### src/rtl/usr_pkg.sv
// Shared opcode and state types for the universal shift register.
package usr_pkg;

    typedef enum logic [2:0] {
        OP_HOLD = 3'd0,
        OP_SHR  = 3'd1,
        OP_SHL  = 3'd2,
        OP_LOAD = 3'd3,
        OP_ROR  = 3'd4,
        OP_ROL  = 3'd5,
        OP_ASR  = 3'd6,
        OP_CLR  = 3'd7
    } op_t;

    typedef enum logic {
        ST_IDLE     = 1'b0,
        ST_SHIFTING = 1'b1
    } state_t;

    localparam int OP_W = 3;

    // Opcodes that honour amt and may run over several edges.
    function automatic logic is_shift(input op_t op);
        return (op == OP_SHR) || (op == OP_SHL) || (op == OP_ROR) ||
               (op == OP_ROL) || (op == OP_ASR);
    endfunction

endpackage

### src/rtl/usr_step_unit.sv
// One-step next-value logic for the universal shift register.
module usr_step_unit
    import usr_pkg::*;
#(
    parameter int WIDTH = 8
) (
    input  op_t              op,
    input  logic [WIDTH-1:0] q,
    input  logic [WIDTH-1:0] d,
    input  logic             si,
    output logic [WIDTH-1:0] q_next
);

    always_comb begin
        q_next = q;
        case (op)
            OP_HOLD: q_next = q;
            OP_SHR:  q_next = {si, q[WIDTH-1:1]};
            OP_SHL:  q_next = {q[WIDTH-2:0], si};
            OP_LOAD: q_next = d;
            OP_ROR:  q_next = {q[0], q[WIDTH-1:1]};
            OP_ROL:  q_next = {q[WIDTH-2:0], q[WIDTH-1]};
            OP_ASR:  q_next = {q[WIDTH-1], q[WIDTH-1:1]};
            OP_CLR:  q_next = '0;
            default: q_next = q;
        endcase
    end

endmodule

### src/rtl/usr_shift_register_n.sv
// Parametrised universal shift register with counted multi-edge shifts and
// a ready/busy/done handshake.
module usr_shift_register_n
    import usr_pkg::*;
#(
    parameter int WIDTH = 8,
    parameter int CW    = $clog2(WIDTH + 1)
) (
    input  logic             clk,
    input  logic             rst,
    input  logic             op_valid,
    input  logic [OP_W-1:0]  op,
    input  logic [CW-1:0]    amt,
    input  logic [WIDTH-1:0] d,
    input  logic             si,
    output logic             op_ready,
    output logic [WIDTH-1:0] q,
    output logic             so_r,
    output logic             so_l,
    output logic             busy,
    output logic             done
);

    state_t           state, state_nx;
    logic [CW-1:0]    rem, rem_nx;
    op_t              lat_op, lat_op_nx;
    op_t              op_in, step_op;
    logic [WIDTH-1:0] q_nx;
    logic             done_nx;
    logic             accept;

    assign op_in    = op_t'(op);
    assign busy     = (state == ST_SHIFTING);
    assign op_ready = !busy;
    assign accept   = op_valid && op_ready;
    assign so_r     = q[0];
    assign so_l     = q[WIDTH-1];

    usr_step_unit #(.WIDTH(WIDTH)) u_step (
        .op     (step_op),
        .q      (q),
        .d      (d),
        .si     (si),
        .q_next (q_nx)
    );

    always_comb begin
        state_nx  = state;
        rem_nx    = rem;
        lat_op_nx = lat_op;
        done_nx   = 1'b0;
        step_op   = OP_HOLD;
        case (state)
            ST_IDLE: begin
                if (accept) begin
                    if (is_shift(op_in) && (amt != '0)) begin
                        // First step happens on the accept edge itself.
                        step_op   = op_in;
                        lat_op_nx = op_in;
                        rem_nx    = amt - 1'b1;
                        if (amt > CW'(1)) begin
                            state_nx = ST_SHIFTING;
                        end else begin
                            done_nx = 1'b1;
                        end
                    end else begin
                        step_op = is_shift(op_in) ? OP_HOLD : op_in;
                        done_nx = 1'b1;
                    end
                end
            end
            ST_SHIFTING: begin
                step_op = lat_op;
                rem_nx  = rem - 1'b1;
                if (rem == CW'(1)) begin
                    state_nx = ST_IDLE;
                    done_nx  = 1'b1;
                end
            end
            default: state_nx = ST_IDLE;
        endcase
    end

    always_ff @(posedge clk) begin
        if (rst) begin
            state  <= ST_IDLE;
            rem    <= '0;
            lat_op <= OP_HOLD;
            q      <= '0;
            done   <= 1'b0;
        end else begin
            state  <= state_nx;
            rem    <= rem_nx;
            lat_op <= lat_op_nx;
            q      <= q_nx;
            done   <= done_nx;
        end
    end

endmodule
### config.mk
export PLATFORM = sky130hd
export DESIGN_NAME = usr_shift_register_n
export DESIGN_NICKNAME = d
export VERILOG_FILES = /design/src/rtl/usr_pkg.sv /design/src/rtl/usr_step_unit.sv /design/src/rtl/usr_shift_register_n.sv
export SDC_FILE = /design/constraint.sdc
export NUM_CORES = 1
export LEC_CHECK = 0
export ABC_AREA = 1
export CORE_UTILIZATION = 35
export CTS_CLUSTER_SIZE = 28
export DETAILED_ROUTE_END_ITERATION = 8
export PLACE_DENSITY_LB_ADDON = 0.2
export SLEW_MARGIN = 25
export SYNTH_ARGS = -nofsm -noshare
export SYNTH_HDL_FRONTEND = slang
export SYNTH_SLANG_ARGS = --single-unit
### constraint.sdc
create_clock -name clk -period 2.8 [get_ports clk]
set_input_delay 0.7 -clock clk [delete_from_list [all_inputs] [get_ports clk]]
set_output_delay 0.7 -clock clk [all_outputs]
set_load 0.02 [all_outputs]
==> run metrics, run 1 <==
Most Crowded Layer GR=met2; die area=3840 um^2; Reg-to-Reg End=q[2]$_SDFFE_PP0P_; fin worst setup slack=0.405 ns; Post-Syn Instances=185; run status=complete, no violations; DP HPWL=2150 um; vias per cell=4.59; Net Count, Synth=208; Post-CTS Hold Buffers=0; # fillers=350; Min-Delay Path Class=flip-flop to flip-flop; initial antenna violation count=0; number of diodes=0; WL final=2770 um; Slew Limit Fails=0; pre-CTS setup slack=0.0988 ns; largest net degree at the start of global routing=12; total power=0.000744 W; I/O pin count=32; Slew HR=0.624; RSZ-0062 raised after global routing=no; RePlAce Congestion=0.831; met3 global-route usage=0.0248; DR vias=1,203; Die W=61.9 um; Starting Density=0.371; syn avg cell area=6.80 um^2; synth top area cells=dfxtp_1 (27%), nand2_1 (13%), nand3_1 (6.8%); reg2reg start=busy$_SDFF_PP0_; worst skew pair latency=0.29 ns; num rows=21; Final min period=2.40 ns; DRT Pass-1 Iters=4; final hold viol count=0; post-synthesis register bit count=17; Seq/Total Area, Yosys=0.271; critical path data arrival time=1.70 ns; clk root buf=clkbuf_4; Worst Clk Skew=0.00652 ns; largest fanout on the critical path=11; grt ovf=0; leakage power=0.717 nW; CTS H-tree lvls=1; post-cts resize count=0; crit path launch type=flip-flop; P&R area growth vs syn=28.7%; number of buffers and inverters on the critical path=1; family with the most delay on the worst path=buffers and inverters; share of cells above drive strength 1=0.130; Max VDD drop=0.000208 V; DRC viols=0; clk slew on worst S/H paths=0.11 ns; CTS tree=done; Die Ht=61.9 um; Synth Cell Area=1260 um^2; first-pass GRT wire length=4580 um; drt wl/cell=10.6 um; total CTS buffers=3; met2 GRT Util=0.280; Fmax=0.417 GHz; DRT iter0 DRCs=83; Setup Buffers After CTS=0; TritonCTS sink count=17; Power Dens Cells=460 nW/um^2; Core ar.=3390 um^2; post-layout net count=240; final setup TNS=0 ns; final period utilization=0.855; Hold Startpoint=lat_op[2]$_SDFFE_PP0P_; MaxCap Viol Count=0; peak per-stage delay on the critical path=0.72 ns; Min-Delay Endpoint=lat_op[2]$_SDFFE_PP0P_; Post-Route Utilization=0.477; flop2flop setup slack=0.90 ns; Worst-Margin Slew=0.563 ns; Critical Path End Type=primary output; Synth cell types=31; worst hold stages=2; Cell Chain, Critical Path=clkdlybuf4s50_1; vias in the first global route=1,095; FF-to-FF path depth=10; count of buffers from port buffering=31; Finish-stage setup viols=0; Final ANT Viol Nets=0; area share of the largest cell type after synthesis=0.271; M1 GR Usage=0.207; leading area contributor after synthesis=dfxtp_1; global-route usage over all layers=0.163; Max Buffers Root-to-Sink=2; WS Path Type=flip-flop to primary output; CP max-delay cell=clkdlybuf4s50_1; Yosys warning total=0; CP required=2.10 ns
[logic make-up (layout without fill, tap and decap cells)]
kind of cell	Yosys count	in the layout	share of synthesized area
and+or+nand+nor	101	101	0.415
DFF	17	17	0.271
xor gates and xnor gates	3	3	0.0209
buffers and inverters	31	62	0.119
adders and majority gates	4	4	0.0398
AOI/OAI and AO/OA	29	29	0.134
[final cells by class]
cell class / instances / area [um^2] / share of cell area
flip-flops and latches: 17 / 340 / 0.210
repair buffers: 32 / 318 / 0.196
clock buffers: 3 / 22.5 / 0.0139
inverters: 26 / 108 / 0.0665
well taps: 46 / 57.6 / 0.0356
multi-input cells: 137 / 767 / 0.474
clock inverters: 1 / 5.00 / 0.00309
[worst register-to-register path, cell delays in order (launching register included)]
cell	delay [ns]
dfxtp_1	0.69
inv_8	0.08
nand3_4	0.10
inv_2	0.04
nand4_2	0.11
nand2_4	0.10
nor2_4	0.17
nand2_2	0.15
or2_0	0.23
nand3_1	0.09
inv_1	0.04
[state kept, by name, summed over array words and instances (netlist names)]
| register | flops |
|---|---|
| q | 8 |
| lat_op | 3 |
| busy | 1 |
| rem | 4 |
| done | 1 |
[through the flow]
step,hold WS (ns),std cells,instance area (um^2)
floorplan,0.444,185,1260
global placement,0.466,258,1590
detailed placement,0.471,258,1590
CTS,0.489,262,1620
global route,0.538,262,1620
finish,0.485,262,1620
[power by group]
group          switching [W]  leakage, nW  internal, W
Combinational       0.000167        0.559     0.000136
Clock              0.0000819       0.0177    0.0000531
Sequential         0.0000335        0.140     0.000273
Total               0.000282        0.717     0.000462
[per-layer routing]
layer / wire, um / share of wire
met3: 129 / 0.047
met5: 0 / 0
met1: 1350 / 0.49
met2: 1270 / 0.46
met4: 22 / 0.0079
[cell usage in the layout, fill, tap and decap left out, types with 3 or more instances in the layout]
cell type	n
nor2_1	17
nand2_4	4
dfxtp_1	17
nand2_1	44
o21ai_0	15
or2_0	4
clkbuf_4	3
a31oi_1	3
inv_1	22
nand3_1	17
a21oi_1	5
ha_1	4
nand2_2	4
clkdlybuf4s50_1	31
[synthesized netlist by cell type, drive strengths merged]
library cell  instances
nand2                52
inv                  26
nor2                 21
nand3                18
dfxtp                17
o21ai                17
a21oi                 7
buf                   5
ha                    4
or2                   4
a31oi                 3
nand4                 3
nor3                  3
a211oi                2
xor2                  2
xnor2                 1
[how the worst max path moves through the flow]
stage,start,end,slack [ns],depth (start not counted)
after floorplan,amt[0],q[6]$_SDFFE_PP0P_,0.79,11
after global placement,amt[0],q[7]$_SDFFE_PP0P_,0.16,12
after detailed placement,amt[0],q[7]$_SDFFE_PP0P_,0.1,12
after CTS,busy$_SDFF_PP0_,busy,0.40,1
after global routing,amt[0],q[7]$_SDFFE_PP0P_,0.24,12
final,busy$_SDFF_PP0_,busy,0.40,1
Power figures use the tool's default switching activity.
==> inputs of run 2 (changes only) <==
==> constraint.sdc (replaced) <==
create_clock -name clk -period 2.8 [get_ports clk]
set_input_delay 0.56 -clock clk [delete_from_list [all_inputs] [get_ports clk]]
set_output_delay 0.56 -clock clk [all_outputs]
set_load 0.02 [all_outputs]
==> run 2 against run 1 <==
Net effect: die area did not move; clock skew shrank 0.0050 ns; via count up 2.2%; global-route usage up 0.32 points; power grew 0.36%; critical path type is now input port to flip-flop; largest power group unchanged; highest routed layer unchanged.
==> run metrics, run 2 (synthesis results as in run 1) <==
I/O pin count=32; largest fanout on the critical path=11; vias per cell=4.69; Die Ht=61.9 um; Post-DP Area=1590 um^2; die area=3840 um^2; number of diodes=0; clk root buf=clkbuf_4; leakage power=0.714 nW; Post-CTS Hold Buffers=0; Critical Path End Type=flip-flop; post-layout net count=240; Finish-stage setup viols=0; Worst-Margin Slew=0.538 ns; total CTS buffers=3; largest net degree at the start of global routing=12; Setup Buffers After CTS=0; clk slew on worst S/H paths=0.10 ns; Final ANT Viol Nets=0; MaxCap Viol Count=0; Reg area=340 um^2; worst skew pair latency=0.29 ns; Fmax=0.441 GHz; first-pass GRT wire length=4680 um; Max Buffers Root-to-Sink=2; TritonCTS sink count=17; DRT iter0 DRCs=58; Top reg by flops=q; drt wl/cell=10.9 um; critical path data arrival time=2.50 ns; initial antenna violation count=0; Power Dens Cells=462 nW/um^2; Min-Delay Path Class=flip-flop to flip-flop; RSZ-0062 raised after global routing=no; DP HPWL=2180 um; count of buffers from port buffering=31; RePlAce Congestion=0.830; Max VDD drop=0.000218 V; Core ar.=3390 um^2; final period utilization=0.811; Slew HR=0.641; Final min period=2.27 ns; Starting Density=0.371; DR vias=1,230; Slew Limit Fails=0; CTS tree=done; max reg flops=8; crit path launch type=input port; DRC viols=0; num rows=21; WL final=2870 um; run status=complete, no violations; multi-input logic area=767 um^2; fin area=1620 um^2; CP required=3.03 ns; share of cells above drive strength 1=0.125; global-route usage over all layers=0.166; WS Path Type=input port to flip-flop; flop2flop setup slack=0.91 ns; DRT Pass-1 Iters=4; post-cts resize count=0; most common cell after layout, fill and taps aside=nand2_1; grt ovf=0; vias in the first global route=1,104; CTS H-tree lvls=1; Worst Hold Slack=0.484 ns; Worst Clk Skew=0.00148 ns; Die W=61.9 um; P&R area growth vs syn=28.6%; biggest regs=q x8, rem x4, lat_op x3; final hold viol count=0; most frequent cells in the layout=nand2_1 (44), clkdlybuf4s50_1 (31), inv_1 (22); # fillers=355; final setup TNS=0 ns
## run 2: changes by cell type in the layout (fill, tap and decap cells not counted)
cell,delta
clkbuf_1,+1
clkinv_2,-1
## run 2: layout make-up
class | count | area share
clock buffers | 4 | 0.0163
inverters | 26 | 0.0666
flip-flops and latches | 17 | 0.211
multi-input cells | 137 | 0.474
repair buffers | 32 | 0.197
well taps | 46 | 0.0356
## run 2: worst max-delay path: stages
cell	delay [ns]
clkdlybuf4s50_1	0.48
inv_1	0.07
ha_1	0.24
nand2_2	0.13
o21ai_2	0.06
nor2_1	0.29
nor2_8	0.07
nand2_2	0.18
o21ai_0	0.15
nor2_1	0.11
nand2_1	0.07
a21oi_2	0.10
## run 2: per-layer routing
metal | GRT usage | routed length [um] | vias to the layer above | part of all wire
li1 | - | - | 654 | -
met3 | 0.0373 | 110 | 2 | 0.038
met2 | 0.289 | 1300 | 31 | 0.45
met1 | 0.205 | 1440 | 543 | 0.50
met5 | 0 | 0 | - | 0
met4 | 0.0476 | 19 | 0 | 0.0066
## run 2: final timing paths
check	from	end	cells after the start
worst max-delay path	amt[0]	q[7]$_SDFFE_PP0P_	12
worst min-delay path	lat_op[2]$_SDFFE_PP0P_	lat_op[2]$_SDFFE_PP0P_	2
worst max register to register	busy$_SDFF_PP0_	q[6]$_SDFFE_PP0P_	10
worst min register to register	lat_op[2]$_SDFFE_PP0P_	lat_op[2]$_SDFFE_PP0P_	2
## run 2: metrics by stage
stage,utilization,worst slack (ns),cells,power [W]
after floorplan,-,0.926,185,0.000513
after global placement,0.469,0.294,258,0.000616
after detailed placement,0.469,0.240,258,0.000617
after CTS,0.477,0.541,262,0.000756
after global routing,0.477,0.389,262,0.000807
final,0.477,0.530,262,0.000746
## run 2: report_power, final
part	leakage (nW)	switching (W)	total, W	internal (W)
clock	0.0150	0.0000790	0.000134	0.0000553
sequential	0.140	0.0000341	0.000307	0.000273
combinational	0.559	0.000169	0.000305	0.000136
==> inputs of run 3 (changes only) <==
Clock period 2.8 ns to 2.2 ns, I/O delays scaled along.
==> run 3 against run 2 <==
Net effect: combinational power rose by 34%; first-iteration DRC count rose by 6.9%; non-clock buffer count rose by 12; largest cell class unchanged; die area did not move; global-route usage barely moved; clock skew barely moved; register-to-register slack got worse by 0.41 ns; critical path depth did not move; wire length fell by 0.45%; final area rose by 6.3%; count of clock-buffer cells in the layout did not move; core utilization rose by 3.0 points.
==> run metrics, run 3 (synthesis results as in run 1) <==
run status=complete, no violations; DP HPWL=2250 um; Fmax=0.498 GHz; Hold Startpoint=lat_op[2]$_SDFFE_PP0P_; Die W=61.9 um; Critical Path Source=amt[0]; global-route usage over all layers=0.167; count of buffers from port buffering=31; DRC viols=0; Min-Delay Path Class=flip-flop to flip-flop; flop2flop setup slack=0.50 ns; Die Ht=61.9 um; biggest regs=q x8, rem x4, lat_op x3; largest fanout on the critical path=11; Slew Limit Fails=0; final setup TNS=0 ns; clk root buf=clkbuf_4; Max Buffers Root-to-Sink=2; Finish-stage setup viols=0; CTS H-tree lvls=1; vias in the first global route=1,142; number of diodes=0; share of cells above drive strength 1=0.180; Inst Count DP=270; DRT iter0 DRCs=62; grt ovf=0; largest net degree at the start of global routing=12; clk slew on worst S/H paths=0.11 ns; max reg flops=8; I/O pin count=32; most frequent cells in the layout=nand2_1 (44), clkdlybuf4s50_1 (31), inv_1 (22); Max VDD drop=0.000371 V; crit path launch type=input port; TritonCTS sink count=17; critical path data arrival time=2.24 ns; Slew HR=0.775; Worst Clk Skew=0.00172 ns; DR vias=1,267; WS Path Type=input port to flip-flop; fin area=1720 um^2; leakage power=0.774 nW; Power Dens Cells=566 nW/um^2; initial antenna violation count=0; Top reg by flops=q; Critical Path End Type=flip-flop; RSZ-0062 raised after global routing=no; Starting Density=0.371; final period utilization=0.912; CTS tree=done; P&R area growth vs syn=36.7%; CP required=2.44 ns; reg2reg start=busy$_SDFF_PP0_; post-layout net count=252; vias per cell=4.62; drt wl/cell=10.4 um; RePlAce Congestion=0.827; Worst Hold Slack=0.484 ns; most common cell after layout, fill and taps aside=nand2_1; total CTS buffers=3; Core ar.=3390 um^2; Worst-Margin Slew=0.337 ns; non-filler instance count after layout=274; num rows=21; worst skew pair latency=0.29 ns; final hold viol count=0; first-pass GRT wire length=4760 um; Final ANT Viol Nets=0; Final min period=2.01 ns; die area=3840 um^2; DRT Pass-1 Iters=4; WL final=2850 um; Post-DP Area=1680 um^2; MaxCap Viol Count=0
run 3: cell types whose count changed in the layout (fill, tap and decap cells not counted):
| cell | change |
|---|---|
| dfxtp_2 | +1 |
| dfxtp_1 | -1 |
| nand4_4 | +1 |
| nor2_1 | -1 |
| buf_4 | +12 |
| nand4_2 | -1 |
| nor2_2 | +1 |
run 3: repair_timing:
item / CTS / global route
gates resized for setup: 0 / 3
setup endpoints to repair: 0 / 5
buffers inserted: 0 / 0
endpoints found under the hold margin: 0 / 0
hold buffers: 0 / 0
run 3: through the flow:
step	utilization	worst slack [ns]	power [W]
6_report	0.507	0.193	0.000974
5_1_grt	0.507	0.00420	0.00105
4_1_cts	0.504	0.0557	0.000980
3_5_place_dp	0.496	-0.185	0.000802
3_3_place_gp	0.496	-0.148	0.000803
2_1_floorplan	-	0.446	0.000653
run 3: where the power goes:
| group | internal (W) | total, W | leakage (nW) | switching [W] |
|---|---|---|---|---|
| registers | 0.000347 | 0.000390 | 0.141 | 0.0000422 |
| clock network | 0.0000705 | 0.000176 | 0.0150 | 0.000105 |
| logic | 0.000190 | 0.000408 | 0.618 | 0.000219 |
run 3: metal layers:
metal  GRT usage  wire, um
met5           0         0
met2       0.275      1350
met1       0.212      1340
met3      0.0455       137
met4      0.0476        16
run 3: cell type report:
cell class	count	area [um^2]
Clock buffer	4	26.3
Fill cell	355	1670
Inverter	26	108
Multi-Input combinational cell	137	778
Sequential cell	17	342
Tap cell	46	57.6
Timing Repair Buffer	44	408
run 3: worst max-delay path, cell delays in order:
cell and delay, ns:
clkdlybuf4s50_1 0.47, inv_1 0.06, ha_1 0.23, nand2_2 0.14, o21ai_2 0.08, nor2_2 0.20
nor2_8 0.07, nand2_2 0.15, o21ai_0 0.14, nor2_1 0.10, nand2_1 0.07, a21oi_2 0.10
run 3: final timing paths:
kind	end	cells past startpoint
hold / removal	lat_op[2]$_SDFFE_PP0P_	2
setup / recovery	q[7]$_SDFFE_PP0P_	12
setup reg to reg	q[3]$_SDFFE_PP0P_	10
hold reg to reg	lat_op[2]$_SDFFE_PP0P_	2
